--- src/rtl/i2c_pkg.sv ---
// Shared types and constants for the oversampled I2C register-file target.
package i2c_pkg;

  // Protocol phases of the target; ACK states cover the 9th SCL clock.
  typedef enum logic [3:0] {
    S_IDLE,
    S_ADDR,
    S_ADDR_ACK,
    S_PTR,
    S_PTR_ACK,
    S_WDATA,
    S_WDATA_ACK,
    S_RDATA,
    S_RACK,
    S_IGNORE
  } i2c_state_t;

  // SDA level on the 9th clock: low acknowledges, high refuses.
  localparam logic I2C_ACK  = 1'b0;
  localparam logic I2C_NACK = 1'b1;

  // Width of a register pointer able to address n registers (n >= 2).
  function automatic int ptr_width(input int n);
    int w;
    w = 1;
    for (int i = 1; i < 8; i++) begin
      if ((1 << i) < n) w = i + 1;
    end
    return w;
  endfunction

endpackage

--- src/rtl/i2c_line_filter.sv ---
// Conditions one raw I2C pad input: 2-flop synchroniser, FILT-sample glitch
// filter, and single-clk rise/fall pulses aligned with the filtered level.
module i2c_line_filter #(
  parameter int FILT = 3
) (
  input  logic clk,
  input  logic rst,
  input  logic i_raw,
  output logic o_level,
  output logic o_rise,
  output logic o_fall
);

  logic       r_sync1;
  logic       r_sync2;
  logic       r_level;
  logic       r_rise;
  logic       r_fall;
  logic [2:0] r_cnt;

  // Bring the asynchronous pad level into the clk domain; idle bus is high.
  // NOTE: sequential state uses non-blocking assignments so every flop
  // samples the pre-edge value of its source, whatever the statement order.
  always_ff @(posedge clk or posedge rst) begin
    if (rst) begin
      r_sync1 <= 1'b1;
      r_sync2 <= 1'b1;
    end else begin
      r_sync1 <= i_raw;
      r_sync2 <= r_sync1;
    end
  end

  // Accept a new level only after FILT consecutive differing samples.
  always_ff @(posedge clk or posedge rst) begin
    if (rst) begin
      r_level <= 1'b1;
      r_cnt   <= 3'd0;
      r_rise  <= 1'b0;
      r_fall  <= 1'b0;
    end else begin
      r_rise <= 1'b0;
      r_fall <= 1'b0;
      if (r_sync2 == r_level) begin
        r_cnt <= 3'd0;
      end else if (r_cnt == 3'(FILT - 1)) begin
        r_level <= r_sync2;
        r_cnt   <= 3'd0;
        r_rise  <= r_sync2;
        r_fall  <= ~r_sync2;
      end else begin
        r_cnt <= r_cnt + 3'd1;
      end
    end
  end

  assign o_level = r_level;
  assign o_rise  = r_rise;
  assign o_fall  = r_fall;

endmodule

--- src/rtl/i2c_slave_regfile.sv ---
// Oversampled I2C target exposing NREGS 8-bit registers behind an
// auto-incrementing pointer. Runs on clk only; SDA tristate lives at top level.
module i2c_slave_regfile
  import i2c_pkg::*;
#(
  parameter logic [6:0] ADDR  = 7'h27,
  parameter int         NREGS = 4,
  parameter int         FILT  = 3
) (
  input  logic                        clk,
  input  logic                        rst,
  input  logic                        scl_i,
  input  logic                        sda_i,
  output logic                        sda_oe,
  output logic [8*NREGS-1:0]          regs_out,
  output logic                        wr_stb,
  output logic [ptr_width(NREGS)-1:0] wr_idx,
  output logic                        busy
);

  localparam int PTR_W = ptr_width(NREGS);

  logic w_scl_lvl;
  logic w_scl_rise;
  logic w_scl_fall;
  logic w_sda_lvl;
  logic w_sda_rise;
  logic w_sda_fall;
  logic w_start;
  logic w_stop;
  logic [7:0] w_byte;
  logic [7:0] w_rd_byte;

  i2c_state_t       r_state;
  logic [3:0]       r_bit_cnt;
  logic [7:0]       r_shift;
  logic             r_rw;
  logic             r_ack_phase;
  logic [PTR_W-1:0] r_ptr;
  logic [7:0]       r_regs [NREGS];
  logic             r_sda_oe;
  logic             r_busy;
  logic             r_wr_stb;
  logic [PTR_W-1:0] r_wr_idx;

  i2c_line_filter #(.FILT(FILT)) u_scl_filt (
    .clk     (clk),
    .rst     (rst),
    .i_raw   (scl_i),
    .o_level (w_scl_lvl),
    .o_rise  (w_scl_rise),
    .o_fall  (w_scl_fall)
  );

  i2c_line_filter #(.FILT(FILT)) u_sda_filt (
    .clk     (clk),
    .rst     (rst),
    .i_raw   (sda_i),
    .o_level (w_sda_lvl),
    .o_rise  (w_sda_rise),
    .o_fall  (w_sda_fall)
  );

  // Both filters share one latency, so the SCL level is aligned with SDA edges.
  assign w_start   = w_sda_fall & w_scl_lvl;
  assign w_stop    = w_sda_rise & w_scl_lvl;
  assign w_byte    = {r_shift[6:0], w_sda_lvl};
  assign w_rd_byte = r_regs[r_ptr];

  // Bus protocol FSM, register bank and all registered outputs.
  always_ff @(posedge clk or posedge rst) begin
    if (rst) begin
      r_state     <= S_IDLE;
      r_bit_cnt   <= 4'd0;
      r_shift     <= 8'h00;
      r_rw        <= 1'b0;
      r_ack_phase <= 1'b0;
      r_ptr       <= '0;
      r_sda_oe    <= 1'b0;
      r_busy      <= 1'b0;
      r_wr_stb    <= 1'b0;
      r_wr_idx    <= '0;
      // NOTE: the bank is a small flop array, not a RAM, so it can and must be
      // cleared by reset; fabric logic relies on all-zero registers after rst.
      for (int k = 0; k < NREGS; k++) r_regs[k] <= 8'h00;
    end else begin
      r_wr_stb <= 1'b0;
      if (w_start) begin
        // Also the repeated-START path: always restart address reception.
        r_state     <= S_ADDR;
        r_bit_cnt   <= 4'd0;
        r_ack_phase <= 1'b0;
        r_sda_oe    <= 1'b0;
        r_busy      <= 1'b0;
      end else if (w_stop) begin
        r_state     <= S_IDLE;
        r_ack_phase <= 1'b0;
        r_sda_oe    <= 1'b0;
        r_busy      <= 1'b0;
      end else begin
        case (r_state)
          S_IDLE, S_IGNORE: begin
            r_sda_oe <= 1'b0;
          end

          S_ADDR: begin
            if (w_scl_rise) begin
              r_shift   <= w_byte;
              r_bit_cnt <= r_bit_cnt + 4'd1;
              if (r_bit_cnt == 4'd7) begin
                r_bit_cnt   <= 4'd0;
                r_ack_phase <= 1'b0;
                // General call (7'h00) is never acknowledged.
                if (w_byte[7:1] == ADDR && w_byte[7:1] != 7'h00) begin
                  r_rw    <= w_byte[0];
                  r_state <= S_ADDR_ACK;
                end else begin
                  r_state <= S_IGNORE;
                end
              end
            end
          end

          S_ADDR_ACK: begin
            // First fall opens the ACK bit, second fall closes it.
            if (w_scl_fall) begin
              if (!r_ack_phase) begin
                r_sda_oe    <= ~I2C_ACK;
                r_ack_phase <= 1'b1;
                r_busy      <= 1'b1;
              end else begin
                r_ack_phase <= 1'b0;
                r_bit_cnt   <= 4'd0;
                if (r_rw) begin
                  r_shift  <= w_rd_byte;
                  r_sda_oe <= ~w_rd_byte[7];
                  r_ptr    <= r_ptr + 1'b1;
                  r_state  <= S_RDATA;
                end else begin
                  r_sda_oe <= 1'b0;
                  r_state  <= S_PTR;
                end
              end
            end
          end

          S_PTR: begin
            if (w_scl_rise) begin
              r_shift   <= w_byte;
              r_bit_cnt <= r_bit_cnt + 4'd1;
              if (r_bit_cnt == 4'd7) begin
                r_ptr       <= w_byte[PTR_W-1:0];
                r_bit_cnt   <= 4'd0;
                r_ack_phase <= 1'b0;
                r_state     <= S_PTR_ACK;
              end
            end
          end

          S_PTR_ACK, S_WDATA_ACK: begin
            if (w_scl_fall) begin
              if (!r_ack_phase) begin
                r_sda_oe    <= ~I2C_ACK;
                r_ack_phase <= 1'b1;
              end else begin
                r_sda_oe    <= 1'b0;
                r_ack_phase <= 1'b0;
                r_bit_cnt   <= 4'd0;
                r_state     <= S_WDATA;
              end
            end
          end

          S_WDATA: begin
            if (w_scl_rise) begin
              r_shift   <= w_byte;
              r_bit_cnt <= r_bit_cnt + 4'd1;
              if (r_bit_cnt == 4'd7) begin
                r_regs[r_ptr] <= w_byte;
                r_wr_stb      <= 1'b1;
                r_wr_idx      <= r_ptr;
                r_ptr         <= r_ptr + 1'b1;
                r_bit_cnt     <= 4'd0;
                r_ack_phase   <= 1'b0;
                r_state       <= S_WDATA_ACK;
              end
            end
          end

          S_RDATA: begin
            // Shift on the rise so the next bit sits in the MSB for the fall.
            if (w_scl_rise) begin
              r_bit_cnt <= r_bit_cnt + 4'd1;
              r_shift   <= {r_shift[6:0], 1'b0};
            end else if (w_scl_fall) begin
              if (r_bit_cnt == 4'd8) begin
                r_sda_oe    <= 1'b0;
                r_ack_phase <= 1'b0;
                r_state     <= S_RACK;
              end else begin
                r_sda_oe <= ~r_shift[7];
              end
            end
          end

          S_RACK: begin
            if (w_scl_rise) begin
              if (w_sda_lvl == I2C_NACK) begin
                r_sda_oe <= 1'b0;
                r_state  <= S_IGNORE;
              end else begin
                r_ack_phase <= 1'b1;
              end
            end else if (w_scl_fall && r_ack_phase) begin
              r_shift     <= w_rd_byte;
              r_sda_oe    <= ~w_rd_byte[7];
              r_ptr       <= r_ptr + 1'b1;
              r_bit_cnt   <= 4'd0;
              r_ack_phase <= 1'b0;
              r_state     <= S_RDATA;
            end
          end

          default: begin
            r_state  <= S_IDLE;
            r_sda_oe <= 1'b0;
          end
        endcase
      end
    end
  end

  // Flatten the bank: register k occupies bits [8k+7:8k].
  for (genvar k = 0; k < NREGS; k++) begin : g_regs_out
    assign regs_out[8*k +: 8] = r_regs[k];
  end

  assign sda_oe = r_sda_oe;
  assign busy   = r_busy;
  assign wr_stb = r_wr_stb;
  assign wr_idx = r_wr_idx;

endmodule

--- config.mk ---
export PLATFORM = sky130hd
export DESIGN_NAME = i2c_slave_regfile
export DESIGN_NICKNAME = d
export VERILOG_FILES = /design/src/rtl/i2c_pkg.sv /design/src/rtl/i2c_line_filter.sv /design/src/rtl/i2c_slave_regfile.sv
export SDC_FILE = /design/constraint.sdc
export NUM_CORES = 1
export LEC_CHECK = 0
export CORE_MARGIN = 1.5
export CORE_UTILIZATION = 51
export DETAILED_ROUTE_END_ITERATION = 10
export PLACE_DENSITY = 0.8
export SLEW_MARGIN = 10
export SYNTH_ARGS = -nofsm -noshare
export SYNTH_HDL_FRONTEND = slang
export SYNTH_HIERARCHICAL = 1
export SYNTH_SLANG_ARGS = --single-unit
export TNS_END_PERCENT = 1
--- constraint.sdc ---
create_clock -name clk -period 2.2 [get_ports clk]
set_clock_uncertainty 0.1 [all_clocks]
set_input_delay 0.33 -clock clk [delete_from_list [all_inputs] [get_ports clk]]
set_output_delay 0.33 -clock clk [all_outputs]
set_load 0.02 [all_outputs]
==> load_flow_metrics.sql <==
INSERT INTO impl_metrics (metric_group, metric, value, unit) VALUES
('run_status', 'status', 'finished, final reports clean', ''),
('detailed_routing', 'drt-vias-per-instance', '5.82', ''),
('cells_and_area', 'finalNonFillerCells', '505', ''),
('worst_setup_path', 'worstSetupEndpointType', 'flip-flop', ''),
('timing', 'grt_setup_unrepaired', 'true', ''),
('cells_and_area', 'final_layout_size_suffix_gt1_frac', '0.305', ''),
('floorplan', 'chipHeight', '89.8', 'microns'),
('worst_hold_path', 'hold_class', 'in -> async', ''),
('placement', 'gpl.final_weighted_congestion', '0.919', ''),
('synthesis', 'yosysTopAreaCell', 'dfrtp_1', ''),
('clock_network', 'worstSkewPairLatency', '0.35', 'ns'),
('grt', 'gr-usage-met1', '0.333', ''),
('grt', 'globalRouteOverflowTotal', '0', ''),
('grt', 'grt_first_pass_wirelength', '15400', 'microns'),
('timing', 'headroom_to_the_max_slew_limit', '0.568', ''),
('synthesis', 'synth_edf_count', '0', ''),
('timing', 'fin_ws', '0.0687', 'ns'),
('worst_setup_path', 'cp_num_buf_inv', '1', ''),
('placement', 'placed_cells', '489', ''),
('cells_and_area', 'layout-area-overhead-vs-synth', '26.8', '%'),
('cells_and_area', 'num-fill-cells', '548', ''),
('floorplan', 'start_util', '0.527', ''),
('placement', 'placed_inst_area', '4580', 'sq um'),
('grt', 'global_routing_s_busiest_layer', 'met2', ''),
('synthesis', 'count_of_warnings_emitted_by_yosys', '6', ''),
('detailed_routing', 'route.final.wire_length', '9280', 'microns'),
('worst_setup_path', 'worst_r2r_startpoint', 'r_state[0]', ''),
('cells_and_area', 'layout.nets', '411', ''),
('placement', 'portBuffers', '40', ''),
('clock_network', 'clock_sink_count', '73', ''),
('synthesis', 'post_synth_instance_area', '3840', 'sq um'),
('placement', 'place.detailed.hpwl', '6800', 'microns'),
('worst_setup_path', 'critical_path.cell_chain', 'or4b_1 -> o21ai_1 -> a211o_1 -> o21ai_1 -> buf_4 -> mux2_2', ''),
('cells_and_area', 'ff_latch_area', '1840', 'sq um'),
('grt', 'global_route.usage.met2', '0.379', ''),
('clock_network', 'worst_setup_hold_path_clk_slew', '0.07', 'ns'),
('grt', 'grt_max_degree', '21', ''),
('detailed_routing', 'drc', '0', ''),
('timing', 'setup_violations', '0', ''),
('placement', 'detailedPlace.worstSlack', '-0.00278', 'ns'),
('clock_network', 'tritoncts', 'done', ''),
('timing', 'period_minus_slack', '2.13', 'ns'),
('power_and_ir_drop', 'p_leak', '2.25', 'nW'),
('detailed_routing', 'wl_per_cell', '18.4', 'microns'),
('synthesis', 'synthCells', '330', ''),
('clock_network', 'cts.htree.levels', '3', ''),
('floorplan', 'die_width', '89.8', 'microns'),
('worst_setup_path', 'worst_path_largest_cell_delay', '0.59', 'ns'),
('job', 'max_cap_violations', '0', ''),
('timing', 'upper_clock_frequency_limit', '469', 'MHz'),
('worst_setup_path', 'regToRegEndpoint', 'r_state[1]', ''),
('timing', 'final.period_utilization', '0.969', ''),
('worst_setup_path', 'critPathRequiredTime', '2.33', 'ns'),
('synthesis', 'synth_top_cell_area_share', '0.436', ''),
('detailed_routing', 'vias', '2941', ''),
('synthesis', 'syn_avg_cell_area', '11.7', 'sq um'),
('timing', 'hold_violation_count_in_the_final_report', '0', ''),
('worst_setup_path', 'crit_path_dat', '2.26', 'ns'),
('floorplan', 'placementRows', '31', ''),
('clock_network', 'ctsRootBufferMaster', 'clkbuf_8', ''),
('floorplan', 'die_area', '8070', 'sq um'),
('worst_setup_path', 'critical-path-slowest-cell', 'or4b_1', ''),
('synthesis', 'synth_sequential_area_ratio', '0.477', ''),
('synthesis', 'ys_seq_elements', '73', ''),
('timing', 'tightest_slew', '0.631', 'ns'),
('synthesis', 'post_synth_num_cell_types', '66', ''),
('grt', 'grt_util_all_layers', '0.243', ''),
('cells_and_area', 'multi_input_comb_area', '1920', 'sq um'),
('detailed_routing', 'drtPass1Iterations', '5', ''),
('synthesis', 'synthArstFlopShare', '1.00', ''),
('power_and_ir_drop', 'cellPowerDensity', '694', 'nW/um^2');
-- metrics by stage --
step	util	power (mW)	TNS, ns
after global routing	0.668	3.51	-0.0120
after CTS	0.665	3.40	0
final	0.668	3.38	0
after detailed placement	0.628	2.01	-0.00278
after floorplan	-	1.84	0
after global placement	0.628	1.99	-0.170
-- synthesized netlist by cell type, types with 3 or more instances --
cell,n
nand2_4,4
nand2b_1,3
and2_1,4
o21ai_0,14
nand2_1,19
clkbuf_1,3
mux2_2,36
nor2_1,10
o211ai_1,3
nor2b_1,5
buf_1,4
nor3b_1,7
a211oi_1,3
mux4_2,8
a31oi_1,5
and3_1,3
nor3_1,10
a21oi_1,16
dfrtp_1,67
inv_1,11
nand4_1,3
o21ai_1,3
xnor2_1,3
nand3b_1,5
buf_2,6
mux2i_1,10
ha_1,6
nand3_1,5
dfstp_2,6
-- power by group --
part / internal, mW / switching [mW] / total (mW) / leakage (nW)
Combinational: 0.217 / 0.241 / 0.458 / 1.13
Clock: 0.877 / 0.512 / 1.39 / 0.131
Sequential: 1.44 / 0.102 / 1.54 / 0.993
Total: 2.53 / 0.855 / 3.38 / 2.25
-- placed cells by master (no fill, tap or decap), types with 6 or more instances in the layout --
cell | Yosys | final
a21oi_1 | 16 | 16
buf_4 | 0 | 32
clkbuf_8 | 0 | 9
clkdlybuf4s50_1 | 0 | 40
dfrtp_1 | 67 | 66
dfstp_2 | 6 | 6
inv_1 | 11 | 10
mux2_2 | 36 | 36
mux2i_1 | 10 | 10
mux4_2 | 8 | 8
nand2_1 | 19 | 19
nor2_1 | 10 | 10
nor3_1 | 10 | 9
nor3b_1 | 7 | 7
o21ai_0 | 14 | 13
-- layer usage --
layer / part of all wire / vias to the layer above / wire length, microns
met1: 0.47 / 1481 / 4370
met4: 0.018 / 0 / 166
li1: - / 1367 / -
met3: 0.038 / 15 / 352
met2: 0.47 / 78 / 4390
met5: 0 / - / 0
-- how the worst max path moves through the flow --
stage | startpoint | end | slack, ns
detailed placement | r_state[1] | r_shift[5] | -0.003
global route | r_state[1] | sda_oe | -0.01
finish | r_state[0] | r_state[1] | 0.07
global placement | r_state[0] | r_state[1] | -0.06
CTS | r_state[0] | r_state[1] | 0.008
floorplan | r_bit_cnt[0] | regs_out[24] | 0.03
-- worst register-to-register path, stage by stage, from the launching register on --
cell     delay [ns]
dfrtp_1        0.38
or4b_1         0.59
o21ai_1        0.26
a211o_1        0.18
o21ai_1        0.07
buf_4          0.16
mux2_2         0.27
-- flip-flops by register name, summed over array words and instances (netlist names), 2 cells and up --
| name | flops |
|---|---|
| r_bit_cnt | 4 |
| regs_out | 32 |
| r_ptr | 2 |
| u_scl_filt/r_cnt | 3 |
| r_state | 4 |
| u_sda_filt/r_cnt | 3 |
| wr_idx | 2 |
| r_shift | 8 |
-- timing repair --
action                     4_1_cts  5_1_grt
hold buffers                     0        0
resized for setup                1        8
buffers inserted                 0        0
pin swaps                        0        1
setup endpoints to repair        1       46
-- area by class of cell --
class / count / area share
inverter: 12 / 0.00924
multi-input combinational: 231 / 0.395
timing repair buffer: 74 / 0.140
clock inverter: 6 / 0.0282
clock buffer: 10 / 0.0262
sequential: 73 / 0.377
tap: 99 / 0.0254
-- cells by family after synthesis --
family                   Yosys count  share of synthesized area
AND/OR/NAND/NOR                   96                      0.158
flip-flops                        73                      0.477
adder cells (fa/ha/maj)            6                     0.0195
multiplexers                      58                      0.192
XOR/XNOR                           4                    0.00911
buffers and inverters             26                     0.0293
AO/OA/AOI/OAI                     67                      0.115
(Power assumes the default switching activity.)
